### config.mk
export PLATFORM = sky130hd
export DESIGN_NAME = align_mantissa
export DESIGN_NICKNAME = d
export VERILOG_FILES = /design/src/rtl/fp16_pkg.sv /design/src/rtl/sticky_shr1.sv /design/src/rtl/align_mantissa.sv
export SDC_FILE = /design/constraint.sdc
export NUM_CORES = 1
export LEC_CHECK = 0
export CORE_MARGIN = 1.5
export CORE_UTILIZATION = 38
export CTS_CLUSTER_SIZE = 12
export DETAILED_ROUTE_END_ITERATION = 8
export GPL_ROUTABILITY_DRIVEN = 0
export HOLD_SLACK_MARGIN = 0.02
export PLACE_DENSITY = 0.7
export SYNTH_ARGS = -nofsm -noshare
export SYNTH_HDL_FRONTEND = slang
export SYNTH_HIERARCHICAL = 1
export SYNTH_SLANG_ARGS = --single-unit
### constraint.sdc
create_clock -name i_clk -period 4.09 [get_ports i_clk]
set_input_delay 0.818 -clock i_clk [delete_from_list [all_inputs] [get_ports i_clk]]
set_output_delay 0.818 -clock i_clk [all_outputs]
set_load 0.1 [all_outputs]
### src/rtl/fp16_pkg.sv
// fp16_pkg: shared binary16 datapath widths, shift cap and the align-stage state encoding.
package fp16_pkg;
    localparam int EXP_W     = 5;
    localparam int FRAC_W    = 10;
    localparam int MANT_W    = 14;  // {hidden, frac[9:0], g, r, s}
    localparam int MAX_SHIFT = 13;

    typedef enum logic [1:0] {
        IDLE,
        SHIFT,
        DONE
    } align_state_t;
endpackage

### src/rtl/sticky_shr1.sv
// sticky_shr1: one-bit right shift of a GRS-extended mantissa, folding the dropped bit into sticky.
//   i_m : mantissa before the shift
//   o_m : mantissa after the shift, bit 0 = OR of old bits 1 and 0
module sticky_shr1
    import fp16_pkg::*;
(
    input  logic [MANT_W-1:0] i_m,
    output logic [MANT_W-1:0] o_m
);
    assign o_m = {1'b0, i_m[MANT_W-1:2], i_m[1] | i_m[0]};
endmodule

### src/rtl/align_mantissa.sv
// align_mantissa: restores hidden bits and right-aligns the smaller mantissa one bit per cycle.
//   i_clk, i_rst_n            : clock, synchronous active-low reset
//   i_in_valid / o_in_ready   : input handshake (ready only while idle)
//   i_moves, i_swap, i_exp    : exponent difference, swap flag, common exponent
//   i_am, i_bm                : fractions of the larger / smaller operand
//   i_sign_a, i_sign_b        : original operand signs
//   o_out_valid / i_out_ready : output handshake
//   o_exp_out, o_big_m, o_small_m, o_sign_big, o_sign_small : aligned result
module align_mantissa #(
    parameter int MAX_SHIFT = fp16_pkg::MAX_SHIFT
) (
    input  logic                        i_clk,
    input  logic                        i_rst_n,
    input  logic                        i_in_valid,
    output logic                        o_in_ready,
    input  logic [fp16_pkg::EXP_W-1:0]  i_moves,
    input  logic                        i_swap,
    input  logic [fp16_pkg::EXP_W-1:0]  i_exp,
    input  logic [fp16_pkg::FRAC_W-1:0] i_am,
    input  logic [fp16_pkg::FRAC_W-1:0] i_bm,
    input  logic                        i_sign_a,
    input  logic                        i_sign_b,
    output logic                        o_out_valid,
    input  logic                        i_out_ready,
    output logic [fp16_pkg::EXP_W-1:0]  o_exp_out,
    output logic [fp16_pkg::MANT_W-1:0] o_big_m,
    output logic [fp16_pkg::MANT_W-1:0] o_small_m,
    output logic                        o_sign_big,
    output logic                        o_sign_small
);
    import fp16_pkg::*;

    localparam int CNT_W = $clog2(MAX_SHIFT + 1);

    align_state_t       r_state, w_next;
    logic [CNT_W-1:0]   r_cnt;
    logic [EXP_W-1:0]   r_exp;
    logic [MANT_W-1:0]  r_big, r_small, w_shifted;
    logic               r_sign_big, r_sign_small;
    logic [EXP_W-1:0]   w_small_exp, w_s;
    logic [CNT_W-1:0]   w_n;
    logic               w_accept;

    assign w_accept    = (r_state == IDLE) && i_in_valid;
    assign w_small_exp = i_exp - i_moves;
    // A subnormal smaller operand sits at effective exponent 1, so it needs one shift less.
    assign w_s = (w_small_exp == '0 && i_exp != '0) ? i_moves - EXP_W'(1) : i_moves;
    assign w_n = (w_s > EXP_W'(MAX_SHIFT)) ? CNT_W'(MAX_SHIFT) : w_s[CNT_W-1:0];

    sticky_shr1 u_shr (
        .i_m (r_small),
        .o_m (w_shifted)
    );

    always_ff @(posedge i_clk) begin
        if (!i_rst_n)
            r_state <= IDLE;
        else
            r_state <= w_next;
    end

    always_comb begin
        w_next = r_state;
        unique case (r_state)
            IDLE:    w_next = i_in_valid ? ((w_n != '0) ? SHIFT : DONE) : IDLE;
            SHIFT:   w_next = (r_cnt == CNT_W'(1)) ? DONE : SHIFT;
            DONE:    w_next = i_out_ready ? IDLE : DONE;
            default: w_next = IDLE;
        endcase
    end

    always_ff @(posedge i_clk) begin
        if (!i_rst_n) begin
            r_cnt        <= '0;
            r_exp        <= '0;
            r_big        <= '0;
            r_small      <= '0;
            r_sign_big   <= 1'b0;
            r_sign_small <= 1'b0;
        end else if (w_accept) begin
            r_cnt        <= w_n;
            r_exp        <= i_exp;
            r_big        <= {i_exp != '0, i_am, 3'b000};
            r_small      <= {w_small_exp != '0, i_bm, 3'b000};
            r_sign_big   <= i_swap ? i_sign_b : i_sign_a;
            r_sign_small <= i_swap ? i_sign_a : i_sign_b;
        end else if (r_state == SHIFT) begin
            r_small <= w_shifted;
            r_cnt   <= r_cnt - CNT_W'(1);
        end
    end

    assign o_in_ready   = (r_state == IDLE);
    assign o_out_valid  = (r_state == DONE);
    assign o_exp_out    = r_exp;
    assign o_big_m      = r_big;
    assign o_small_m    = r_small;
    assign o_sign_big   = r_sign_big;
    assign o_sign_small = r_sign_small;
endmodule

# Word level (Yosys, flattened, before mapping)
# Index checks and enable logic that the tools add are counted.
dict set report word_totals {
  inputBits 37
  word_cells 39
  output_inout_bits 37
  reg_bits 38
}
dict set report op_classes {
  reduce_logical 9
  order_cmp 1
  eq_ne 3
  bitwise_logic 2
  muxes 13
  addsub 3
}
# op n
set ops {}
lappend ops {{$mux 14} 2}
lappend ops {{$mux 4} 3}
lappend ops {{$reduce_bool 5->1} 2}
lappend ops {{$mux 2} 4}
lappend ops {{$pmux 2 s3} 1}
lappend ops {{$gt 5x4->1 const B} 1}
lappend ops {{$logic_not 5->1} 1}
lappend ops {{$mux 5} 1}
lappend ops {{$sub 5x1->5 const B} 1}
lappend ops {{$sub 5x5->5} 1}
lappend ops {{$eq 4x1->1 const B} 1}
lappend ops {{$reduce_bool 4->1} 1}
lappend ops {{$sub 4x1->4 const B} 1}
lappend ops {{$eq 2x1->1 const B} 1}
lappend ops {{$eq 2x2->1 const B} 1}
lappend ops {{$logic_and 1x1->1} 2}
lappend ops {{$logic_not 2->1} 1}
lappend ops {{$mux 1} 2}
lappend ops {{$reduce_bool 2->1} 1}
lappend ops {{$reduce_or 2->1} 1}
lappend ops {{$not 1->1} 1}
lappend ops {{$or 1x1->1} 1}

# Depth between registers and ports, before layout
# Gate-level depths: netlist of run 1.
dict set report logic_depth {
  depth_word 10
  depth_mapped 9
  depth_no_buf 8
}

# By module
# Netlist of run 1, hierarchy kept.
# module area_each_um2 cells_each instances seq_area_each_um2
set by_module_without_submodules {}
lappend by_module_without_submodules {align_mantissa 1930.6 249 1 760.7}
lappend by_module_without_submodules {sticky_shr1 107.6 15 1 0.0}

# Worst setup path before layout of run 1
# No wires, ideal clock.
dict set report synth_path {
  kind {input port to flip-flop}
  startpoint {input port i_moves[3] (netlist name)}
  endpoint {register r_cnt[1]}
  path_buffers 1
  required_time_ps 3973
  path_slack_ps 1270
  stages 9
  arrival_time_ps 2703
  setup_time_ps 117
  path_cell_list {inv_1 -> ha_1 -> nor2_1 -> xnor2_1 -> or2_1 -> buf_6 -> or4_4 -> a22o_1 -> a32o_1}
}
dict set report synth_via {
  elab_chain_cells 7
  elab_cells_between_ends 8
  classes_between {add/sub (2); order compare (1); mux (3); reduce/logical (2)}
}
# item line
set synth_rtl {}
lappend synth_rtl {{start, declared} align_mantissa.sv:16} ;# input logic [fp16_pkg::EXP_W-1:0] i_moves,
lappend synth_rtl {{$sub 5x5->5} align_mantissa.sv:45} ;# assign w_small_exp = i_exp - i_moves;
lappend synth_rtl {{$logic_not 5->1} align_mantissa.sv:47} ;# assign w_s = (w_small_exp == '0 && i_exp != '0) ? i_moves - EXP_W'(1) : i_moves;
lappend synth_rtl {{$logic_and 1x1->1} align_mantissa.sv:47}
lappend synth_rtl {{$mux 5 *} align_mantissa.sv:47}
lappend synth_rtl {{$gt 5x4->1} align_mantissa.sv:48} ;# assign w_n = (w_s > EXP_W'(MAX_SHIFT)) ? CNT_W'(MAX_SHIFT) : w_s[CNT_W-1:0];
lappend synth_rtl {{$mux 4 *} align_mantissa.sv:48}
lappend synth_rtl {{$mux 4 *} align_mantissa.sv:80} ;# end else if (w_accept) begin
lappend synth_rtl {{end signal, assigned} align_mantissa.sv:81} ;# r_cnt <= w_n;
lappend synth_rtl {{end signal, assigned} align_mantissa.sv:89} ;# r_cnt <= r_cnt - CNT_W'(1);
lappend synth_rtl {{end, declared} align_mantissa.sv:36} ;# logic [CNT_W-1:0] r_cnt;
# Every way passes the cells marked *; elsewhere a longest branch is shown, timed or not.
# A chain may end at the register's enable or synchronous reset.

# Worst setup path in the final report of run 1
# Ends and elaborated chain as after synthesis.

==> results of run 1 <==
==> per-layer routing <==
layer / up-vias / wire length, µm / share of wire (%) / track usage [%]
met1: 888 / 2210 / 45 / 21.3
met3: 8 / 387 / 7.9 / 5.39
met2: 77 / 2220 / 45 / 29.7
li1: 998 / - / - / -
met4: 0 / 63 / 1.3 / 5.00
met5: - / 0 / 0 / 0
==> worst max-delay path, cell delays in order <==
cell	delay [ps]
clkdlybuf4s50_1	520
inv_1	130
ha_1	350
nor2_1	130
xnor2_1	90
or2_1	280
or4_4	550
a22o_1	240
a32o_1	230
==> flip-flops by register name, indices dropped and copies added (netlist names) <==
name / count
r_state: 2
o_sign_big: 1
o_exp_out: 5
r_cnt: 4
o_big_m: 11
o_sign_small: 1
o_small_m: 14
==> final timing paths <==
path	startpoint	to	slack (ps)	depth (start not counted)
setup reg to reg	r_state[0]$_SDFF_PN0_	r_cnt[2]$_SDFFE_PN0P_	2190	6
hold reg to reg	o_big_m[3]$_SDFFE_PN0P_	o_big_m[3]$_SDFFE_PN0P_	450	2
hold / removal	o_big_m[3]$_SDFFE_PN0P_	o_big_m[3]$_SDFFE_PN0P_	450	2
setup / recovery	i_moves[3]	r_cnt[1]$_SDFFE_PN0P_	950	9
==> power groups by stage <==
| stage | Combinational (W) | Sequential (W) | Clock [W] |
|---|---|---|---|
| 6_report | 0.000497 | 0.000431 | 0.000269 |
| 3_3_place_gp | 0.000494 | 0.000438 | 0 |
| 4_1_cts | 0.000498 | 0.000431 | 0.000278 |
| 5_1_grt | 0.000528 | 0.000437 | 0.000291 |
| 3_5_place_dp | 0.000497 | 0.000439 | 0 |
| 2_1_floorplan | 0.000198 | 0.000628 | 0 |
==> through the flow <==
step	worst slack, ps	total power (W)	cells	instance area (µm²)	util, %
after floorplan	1270	0.000826	266	2050	-
after global placement	729	0.000932	377	2670	51.9
after detailed placement	653	0.000936	377	2670	51.9
after CTS	968	0.00121	385	2760	53.8
after global routing	856	0.00126	385	2760	53.8
final	947	0.00120	385	2760	53.8
==> cell type report <==
type	instances	share of cell area [%]
multi-input cells	188	38.6
flip-flops and latches	38	27.5
repair buffers	73	26.2
well taps	70	3.17
clock buffers	6	2.99
inverters	8	1.09
clock inverters	2	0.453
==> cell usage after synthesis, types with 2 or more instances <==
| library cell | number | area share (%) |
|---|---|---|
| a211oi_1 | 4 | 1.5 |
| a21oi_1 | 32 | 7.9 |
| a221o_1 | 2 | 0.98 |
| a22oi_1 | 10 | 3.7 |
| a311oi_1 | 2 | 0.86 |
| a31oi_1 | 5 | 1.5 |
| and2_1 | 5 | 1.5 |
| buf_1 | 2 | 0.37 |
| buf_4 | 16 | 5.9 |
| clkbuf_1 | 13 | 2.4 |
| conb_1 | 2 | 0.37 |
| dfxtp_1 | 38 | 37 |
| ha_1 | 7 | 4.3 |
| inv_1 | 8 | 1.5 |
| mux2i_1 | 2 | 0.98 |
| nand2_1 | 54 | 9.9 |
| nand2b_1 | 2 | 0.61 |
| nand3_1 | 4 | 0.98 |
| nand4_1 | 3 | 0.92 |
| nor2_1 | 15 | 2.8 |
| nor2b_1 | 3 | 0.92 |
| nor3_1 | 6 | 1.5 |
| nor3b_1 | 3 | 1.1 |
| o21ai_0 | 4 | 0.98 |
| o31ai_1 | 2 | 0.74 |
| or2_1 | 2 | 0.61 |
| xnor2_1 | 5 | 2.1 |
==> cell families after synthesis <==
group           count (synthesis)  synth area share [%]
other cells                     2                 0.368
xor+xnor                        5                  2.15
mux                             2                 0.982
buf+inv                        40                  10.7
flops                          38                  37.3
simple gates                  101                  22.7
compound gates                 69                  21.5
fa+ha+maj                       7                  4.30
==> reports/qor.txt, run 1 <==
via count -> 1,971
core area -> 5140 µm²
fin crit period -> 3140 ps
CTS root buf -> clkbuf_8
drt pass-1 iters -> 4
Max transition margin -> 33.7%
Power Density -> 433 nW/µm²
die height -> 76.2 µm
final cycle utilization of the critical path -> 76.9%
Max IR drop VDD -> 0.000309 V
register area share after synthesis -> 37.3%
final hold vios -> 0
Sw Ratio -> 43.0%
worst skew pair latency -> 290 ps
WL/cell -> 12.7 µm
Routed Antenna Nets -> 0
unrepaired setup endpoints after global routing -> false
TritonCTS clock tree -> built
hold_buf cts -> 0
Starting Density -> 39.7%
global-route wire length before repair -> 8430 µm
n_diodes -> 0
Hold/Removal Path Class -> reg2reg
CP endpoint kind -> flip-flop
commonest non-fill, non-tap cells in the layout -> 70 x clkdlybuf4s50_1, 54 x nand2_1, 38 x dfxtp_1
Lkg Pwr -> 1.01 nW
kind of critical path -> in2reg
CTS H-tree depth -> 2
sequential power share -> 36.0%
Max Transition Viols Final -> 0
data required time at the worst endpoint -> 4280 ps
synth unique cells -> 40
Buffers on Ports -> 70
Worst Path Arrival -> 3330 ps
Starting DRT DRC Count -> 116
vias in the first global route -> 1,859
Die ar. -> 5810 µm²
post-cts resize count -> 0
Post-CTS Setup Inserts -> 0
Post-synth EDFFs -> 0
fillcell total -> 518
fraction of layout cells with a size suffix above 1 -> 4.44%
clock buffer depth -> 2
synthesized cell area -> 2040 µm²
Sink Count -> 38
Comb power frac -> 41.5%
WL final -> 4880 µm
clk_skew -> 2.91 ps
status -> finished clean
area of the multi-input gates -> 1070 µm²
Max Freq -> 0.318 GHz
hpwl dp -> 3570 µm
warning count from the yosys run -> 6
commonest non-fill, non-tap cell in the layout -> clkdlybuf4s50_1
internal power -> 0.000682 W
CTS Buf Count -> 5
gr ovfl total -> 0
Die Width -> 76.2 µm
antenna violations before repair -> 0
cell count after synthesis -> 264
syn avg cell area -> 7.72 µm²
gr usage total -> 17.5%
Net count, final -> 358
worst-path fanout max -> 6
clock network fraction of design power -> 22.5%
P&R area growth vs syn -> 35.6%
residual DRC count -> 0
Primary FF master, synth -> dfxtp_1
row cnt -> 26
Vias per Instance -> 5.12
post-synthesis async set-or-reset flop share -> 0%
pin count of the biggest net entering global routing -> 33
clock slew at reported path FFs -> 70 ps
NetSw -> 0.000514 W
Synth Register Bits -> 38
Setup TNS -> 0 ps
max-cap violations -> 0
Storage cell area -> 761 µm²
CP Launch Type -> primary input
final hold slack -> 455 ps
Ports -> 74
final setup fails -> 0
Least-Margin Pin Slew -> 991 ps
Note: power is estimated with default switching activity, not from simulation.
==> run 2, diff against run 1 <==
--- a/config.mk
+++ b/config.mk
@@ -11,7 +11,7 @@
 export DETAILED_ROUTE_END_ITERATION = 8
 export GPL_ROUTABILITY_DRIVEN = 0
 export HOLD_SLACK_MARGIN = 0.02
-export PLACE_DENSITY = 0.7
+export PLACE_DENSITY = 0.73
 export SYNTH_ARGS = -nofsm -noshare
 export SYNTH_HDL_FRONTEND = slang
 export SYNTH_HIERARCHICAL = 1
==> constraint.sdc (replaced) <==
create_clock -name i_clk -period 2.8 [get_ports i_clk]
set_input_delay 0.56 -clock i_clk [delete_from_list [all_inputs] [get_ports i_clk]]
set_output_delay 0.56 -clock i_clk [all_outputs]
set_load 0.1 [all_outputs]
==> reports/qor.txt, run 2 (synthesis results as in run 1) <==
Starting Density -> 39.7% (unchanged)
Max transition margin -> 57.6% (+24 points)
Power Density -> 642 nW/µm² (+48%)
Least-Margin Pin Slew -> 635 ps (-356 ps)
vias in the first global route -> 2,026 (+9.0%)
Setup TNS -> 0 ps (unchanged)
final hold slack -> 456 ps (+1.69 ps)
Top delay family on crit path -> simple AND/OR/NAND/NOR gates
Placed Cells -> 400 (+6.1%)
WL final -> 4960 µm (+1.6%)
global-route wire length before repair -> 8640 µm (+2.5%)
gr usage total -> 17.9% (+0.42 points)
final setup fails -> 0 (unchanged)
CTS root buf -> clkbuf_8
kind of critical path -> in2reg
fillcell total -> 533 (+2.9%)
clock network fraction of design power -> 24.9% (+2.4 points)
die height -> 76.2 µm (unchanged)
gr ovfl total -> 0 (unchanged)
fraction of layout cells with a size suffix above 1 -> 20.4% (+16 points)
CP Buf/Inv Count -> 2 (unchanged)
HP Start -> o_big_m[7]$_SDFFE_PN0P_
core area -> 5140 µm² (unchanged)
clock slew at reported path FFs -> 70 ps (about the same)
Lkg Pwr -> 1.18 nW (+17%)
Sink Count -> 38 (unchanged)
Max IR drop VDD -> 0.000417 V (+35%)
hpwl dp -> 3880 µm (+8.6%)
Die Width -> 76.2 µm (unchanged)
Buffers on Ports -> 70 (unchanged)
Worst Path Arrival -> 2830 ps (-500 ps)
CTS H-tree depth -> 2 (unchanged)
row cnt -> 26 (unchanged)
drt pass-1 iters -> 4 (unchanged)
worst-path fanout max -> 2 (-4)
final cycle utilization of the critical path -> 94.3%
Design Power -> 0.00184 W (+54%)
commonest non-fill, non-tap cells in the layout -> 60 x buf_4, 54 x nand2_1, 38 x dfxtp_1
internal power -> 0.00108 W (+59%)
n_diodes -> 0 (unchanged)
TritonCTS clock tree -> built
top routing layer in use -> met4
clk_skew -> 2.84 ps (-0.0631 ps)
Routed Antenna Nets -> 0 (unchanged)
hold_buf cts -> 0 (unchanged)
WL/cell -> 12.1 µm (-4.1%)
met1 wire length -> 2210 µm (+0.23%)
CTS Buf Count -> 5 (unchanged)
sequence of cells on the critical path -> clkdlybuf4s50_1 > inv_1 > ha_1 > nor2_1 > xnor2_1 > or2_1 > or4_4 > a22o_1 > a32o_1
pin count of the biggest net entering global routing -> 20 (-39%)
Comb power frac -> 40.7% (-0.8 points)
Vias per Instance -> 4.95 (-3.2%)
commonest non-fill, non-tap cell in the layout -> buf_4
via count -> 2,021 (+2.5%)
status -> finished clean
post-cts resize count -> 0 (unchanged)
Reg2Reg Launch Point -> r_state[0]$_SDFF_PN0_
Starting DRT DRC Count -> 76 (-34%)
met3 wire len -> 338 µm (-13%)
CP endpoint kind -> flip-flop
Largest register FFs -> 14 (unchanged)
worst skew pair latency -> 290 ps (about the same)
Hold/Removal Path Class -> reg2reg
Max Transition Viols Final -> 0 (unchanged)
CP Launch Type -> primary input
unrepaired setup endpoints after global routing -> false
fin crit period -> 2640 ps
Net count, final -> 381 (+6.4%)
critical path startpoint -> i_moves[3]
CP max stage cell -> or4_4
NetSw -> 0.000752 W (+46%)
sequential power share -> 34.3% (-1.7 points)
antenna violations before repair -> 0 (unchanged)
met2 wire length -> 2340 µm (+5.4%)
Max Freq -> 0.379 GHz
Ports -> 74 (unchanged)
Storage cell area -> 761 µm² (unchanged)
Post-CTS Setup Inserts -> 0 (unchanged)
P&R area growth vs syn -> 40.5%
CP max stage delay -> 520 ps (-30 ps)
Cell Count, Final, Fillers Out -> 408 (+6.0%)
data required time at the worst endpoint -> 2990 ps (-1290 ps)
final hold vios -> 0 (unchanged)
clock buffer depth -> 2 (unchanged)
area of the multi-input gates -> 1070 µm² (unchanged)
max-cap violations -> 0 (unchanged)
residual DRC count -> 0 (unchanged)
Die ar. -> 5810 µm² (unchanged)
Sw Ratio -> 41.0% (-2.0 points)
run 2: cell count changes in the layout (fill, tap and decap cells not counted), sizes merged:
cell           change
buf               +57
bufinv             +1
clkbuf             +1
clkdlybuf4s50     -34
clkinv             -1
clkinvlp           -1
run 2: power by group through the flow:
| stage | Sequential [W] | Clock (W) | Combinational [W] |
|---|---|---|---|
| 6_report | 0.000631 | 0.000458 | 0.000748 |
| 5_1_grt | 0.000640 | 0.000490 | 0.000799 |
| 4_1_cts | 0.000631 | 0.000469 | 0.000752 |
| 3_5_place_dp | 0.000643 | 0 | 0.000751 |
| 3_3_place_gp | 0.000642 | 0 | 0.000744 |
| 2_1_floorplan | 0.000917 | 0 | 0.000290 |
run 2: area by class of cell:
type | count | area share, %
clock buffer | 7 | 2.67
clock inverter | 1 | 1.05
inverter | 8 | 1.05
multi-input combinational | 188 | 37.3
sequential | 38 | 26.6
tap | 70 | 3.06
timing repair buffer | 96 | 28.3
run 2: path summary, 6_finish.rpt:
check	to	slack (ps)	cells past startpoint
hold reg to reg	o_big_m[7]$_SDFFE_PN0P_	460	2
hold / removal	o_big_m[7]$_SDFFE_PN0P_	460	2
setup / recovery	r_cnt[1]$_SDFFE_PN0P_	160	9
setup reg to reg	r_cnt[0]$_SDFFE_PN0P_	1030	5
run 2: metal layers:
| layer | track usage [%] | vias to the layer above |
|---|---|---|
| met4 | 5.93 | 0 |
| li1 | - | 1039 |
| met5 | 0 | - |
| met1 | 20.8 | 917 |
| met3 | 5.99 | 10 |
| met2 | 31.0 | 55 |
run 2: metrics by stage:
step                setup slack (ps)  utilization, %  cell area (µm²)
CTS                              146            55.7             2860
floorplan                       26.8               -             2050
global route                    33.9            55.7             2860
detailed placement              -166            53.6             2760
global placement                -132            53.6             2760
finish                           159            55.7             2860
run 2: worst register-to-register path, stage by stage (launching register included):
cell and delay [ps]:
dfxtp_1 390, nor2b_1 550, nor2_1 190, nand2_1 100
o21ai_0 80, a221o_1 350
==> run 3, diff against run 2 <==
--- a/config.mk
+++ b/config.mk
@@ -5,6 +5,7 @@
 export SDC_FILE = /design/constraint.sdc
 export NUM_CORES = 1
 export LEC_CHECK = 0
+export CORE_ASPECT_RATIO = 0.5
 export CORE_MARGIN = 1.5
 export CORE_UTILIZATION = 38
 export CTS_CLUSTER_SIZE = 12
==> reports/qor.txt, run 3 (synthesis results as in run 1) <==
WL final -> 5200 µm (+4.8%)
WL/cell -> 12.8 µm (+5.6%)
Power Density -> 645 nW/µm² (+0.50%)
commonest non-fill, non-tap cell in the layout -> buf_4
CP endpoint kind -> flip-flop
clock slew at reported path FFs -> 70 ps (about the same)
pin count of the biggest net entering global routing -> 33 (+65%)
Comb power frac -> 40.8% (about the same)
Starting DRT DRC Count -> 75 (-1.3%)
max-cap violations -> 0 (unchanged)
Max Transition Viols Final -> 0 (unchanged)
Design Power -> 0.00184 W (-0.11%)
residual DRC count -> 0 (unchanged)
fraction of layout cells with a size suffix above 1 -> 20.3% (-0.12 points)
Die Width -> 107 µm (+40%)
internal power -> 0.00108 W (-0.52%)
Vias per Instance -> 5.11 (+3.2%)
met2 wire length -> 2470 µm (+5.8%)
worst-path fanout max -> 4 (+2)
gr ovfl total -> 0 (unchanged)
CP max stage cell -> or4_4
row cnt -> 18 (-31%)
sequential power share -> 34.4% (about the same)
Die ar. -> 5840 µm² (+0.46%)
TritonCTS clock tree -> built
CP max stage delay -> 520 ps (about the same)
hpwl dp -> 3990 µm (+2.7%)
global-route wire length before repair -> 8070 µm (-6.5%)
Max transition margin -> 54.5% (-3.1 points)
NetSw -> 0.000756 W (+0.48%)
pre-CTS setup slack -> -198 ps (-31.8 ps)
Lkg Pwr -> 1.17 nW (-1.2%)
antenna violations before repair -> 0 (unchanged)
Net count, final -> 378 (-0.79%)
final hold vios -> 0 (unchanged)
clock buffer depth -> 2 (unchanged)
unrepaired setup endpoints after global routing -> false
vias in the first global route -> 1,824 (-10%)
Setup TNS -> 0 ps (unchanged)
core area -> 5040 µm² (-1.9%)
Worst Path Arrival -> 2890 ps (+60 ps)
n_diodes -> 0 (unchanged)
P&R area growth vs syn -> 39.6%
fin crit period -> 2700 ps (+57.1 ps)
Largest register FFs -> 14 (unchanged)
final cycle utilization of the critical path -> 96.3% (+2.0 points)
Routed Antenna Nets -> 0 (unchanged)
met3 wire len -> 249 µm (-26%)
status -> finished clean
CTS H-tree depth -> 2 (unchanged)
die height -> 54.8 µm (-28%)
Starting Density -> 40.4% (+0.75 points)
sequence of cells on the critical path -> clkdlybuf4s50_1 > inv_2 > ha_1 > nor3b_2 > xnor2_1 > or2_1 > or4_4 > a22o_1 > a32o_1
clk_skew -> 5.83 ps (+2.98 ps)
Max Freq -> 0.371 GHz (-2.1%)
data required time at the worst endpoint -> 2990 ps (about the same)
CTS root buf -> clkbuf_8
CP Buf/Inv Count -> 2 (unchanged)
Sw Ratio -> 41.2% (+0.24 points)
Hold/Removal Path Class -> reg2reg
kind of critical path -> in2reg
CTS Buf Count -> 5 (unchanged)
worst skew pair latency -> 290 ps (about the same)
met1 wire length -> 2390 µm (+7.8%)
Least-Margin Pin Slew -> 682 ps (+46.6 ps)
final hold slack -> 457 ps (+0.489 ps)
drt pass-1 iters -> 4 (unchanged)
clock network fraction of design power -> 24.8% (about the same)
gr usage total -> 17.8% (-0.19 points)
Top delay family on crit path -> simple AND/OR/NAND/NOR gates
final worst slack -> 102 ps (-57.1 ps)
commonest non-fill, non-tap cells in the layout -> 57 x buf_4, 54 x nand2_1, 38 x dfxtp_1
CP Launch Type -> primary input
top routing layer in use -> met4
Sink Count -> 38 (unchanged)
Buffers on Ports -> 70 (unchanged)
Max IR drop VDD -> 0.000311 V (-25%)
post-layout util -> 56.4% (+0.70 points)
final setup fails -> 0 (unchanged)
Ports -> 74 (unchanged)
via count -> 2,071 (+2.5%)
run 3: cell types whose count changed in the layout (fill, tap and decap cells not counted), sizes merged:
cell and delta:
buf -3
run 3: worst register-to-register path, stage by stage, from the launching register on:
cell and delay, ps:
dfxtp_1 390, nor2b_1 320, buf_4 270, nor2_1 120, nand2_1 80, o21ai_0 90, a221o_1 360
run 3: area by class of cell:
| cell class | instances | area [µm²] |
|---|---|---|
| fill | 476 | 2200 |
| multi-input combinational | 188 | 1070 |
| timing repair buffer | 93 | 788 |
| sequential | 38 | 761 |
| tap | 70 | 87.6 |
| clock buffer | 7 | 76.3 |
| clock inverter | 1 | 30.0 |
| inverter | 8 | 30.0 |
run 3: power by group through the flow:
stage | Sequential, W | Clock (W) | Combinational (W)
2_1_floorplan | 0.000917 | 0 | 0.000290
3_3_place_gp | 0.000642 | 0 | 0.000733
3_5_place_dp | 0.000644 | 0 | 0.000745
4_1_cts | 0.000631 | 0.000473 | 0.000747
5_1_grt | 0.000638 | 0.000497 | 0.000792
6_report | 0.000632 | 0.000455 | 0.000748
run 3: final timing paths:
check	startpoint	endpoint	slack, ps	cells after the start
worst max-delay path	i_moves[1]	r_cnt[1]$_SDFFE_PN0P_	100	9
worst min-delay path	o_big_m[8]$_SDFFE_PN0P_	o_big_m[8]$_SDFFE_PN0P_	460	2
worst max register to register	r_state[0]$_SDFF_PN0_	r_cnt[0]$_SDFFE_PN0P_	1070	6
worst min register to register	o_big_m[8]$_SDFFE_PN0P_	o_big_m[8]$_SDFFE_PN0P_	460	2
run 3: metrics by stage:
step                      std cells  cell area [µm²]
after global placement          397             2730
final                           405             2850
after CTS                       405             2840
after detailed placement        397             2730
after global routing            405             2850
after floorplan                 266             2050
run 3: metal layers:
metal | vias to the layer above | track usage, %
li1 | 1040 | -
met1 | 972 | 21.9
met2 | 50 | 30.6
met3 | 9 | 4.29
met4 | 0 | 7.56
met5 | - | 0
run 3: repair_timing:
action                     in CTS  in global routing
hold buffers                    0                  0
setup buffers                   0                  0
resized for setup               0                  2
setup endpoints to repair       0                  3
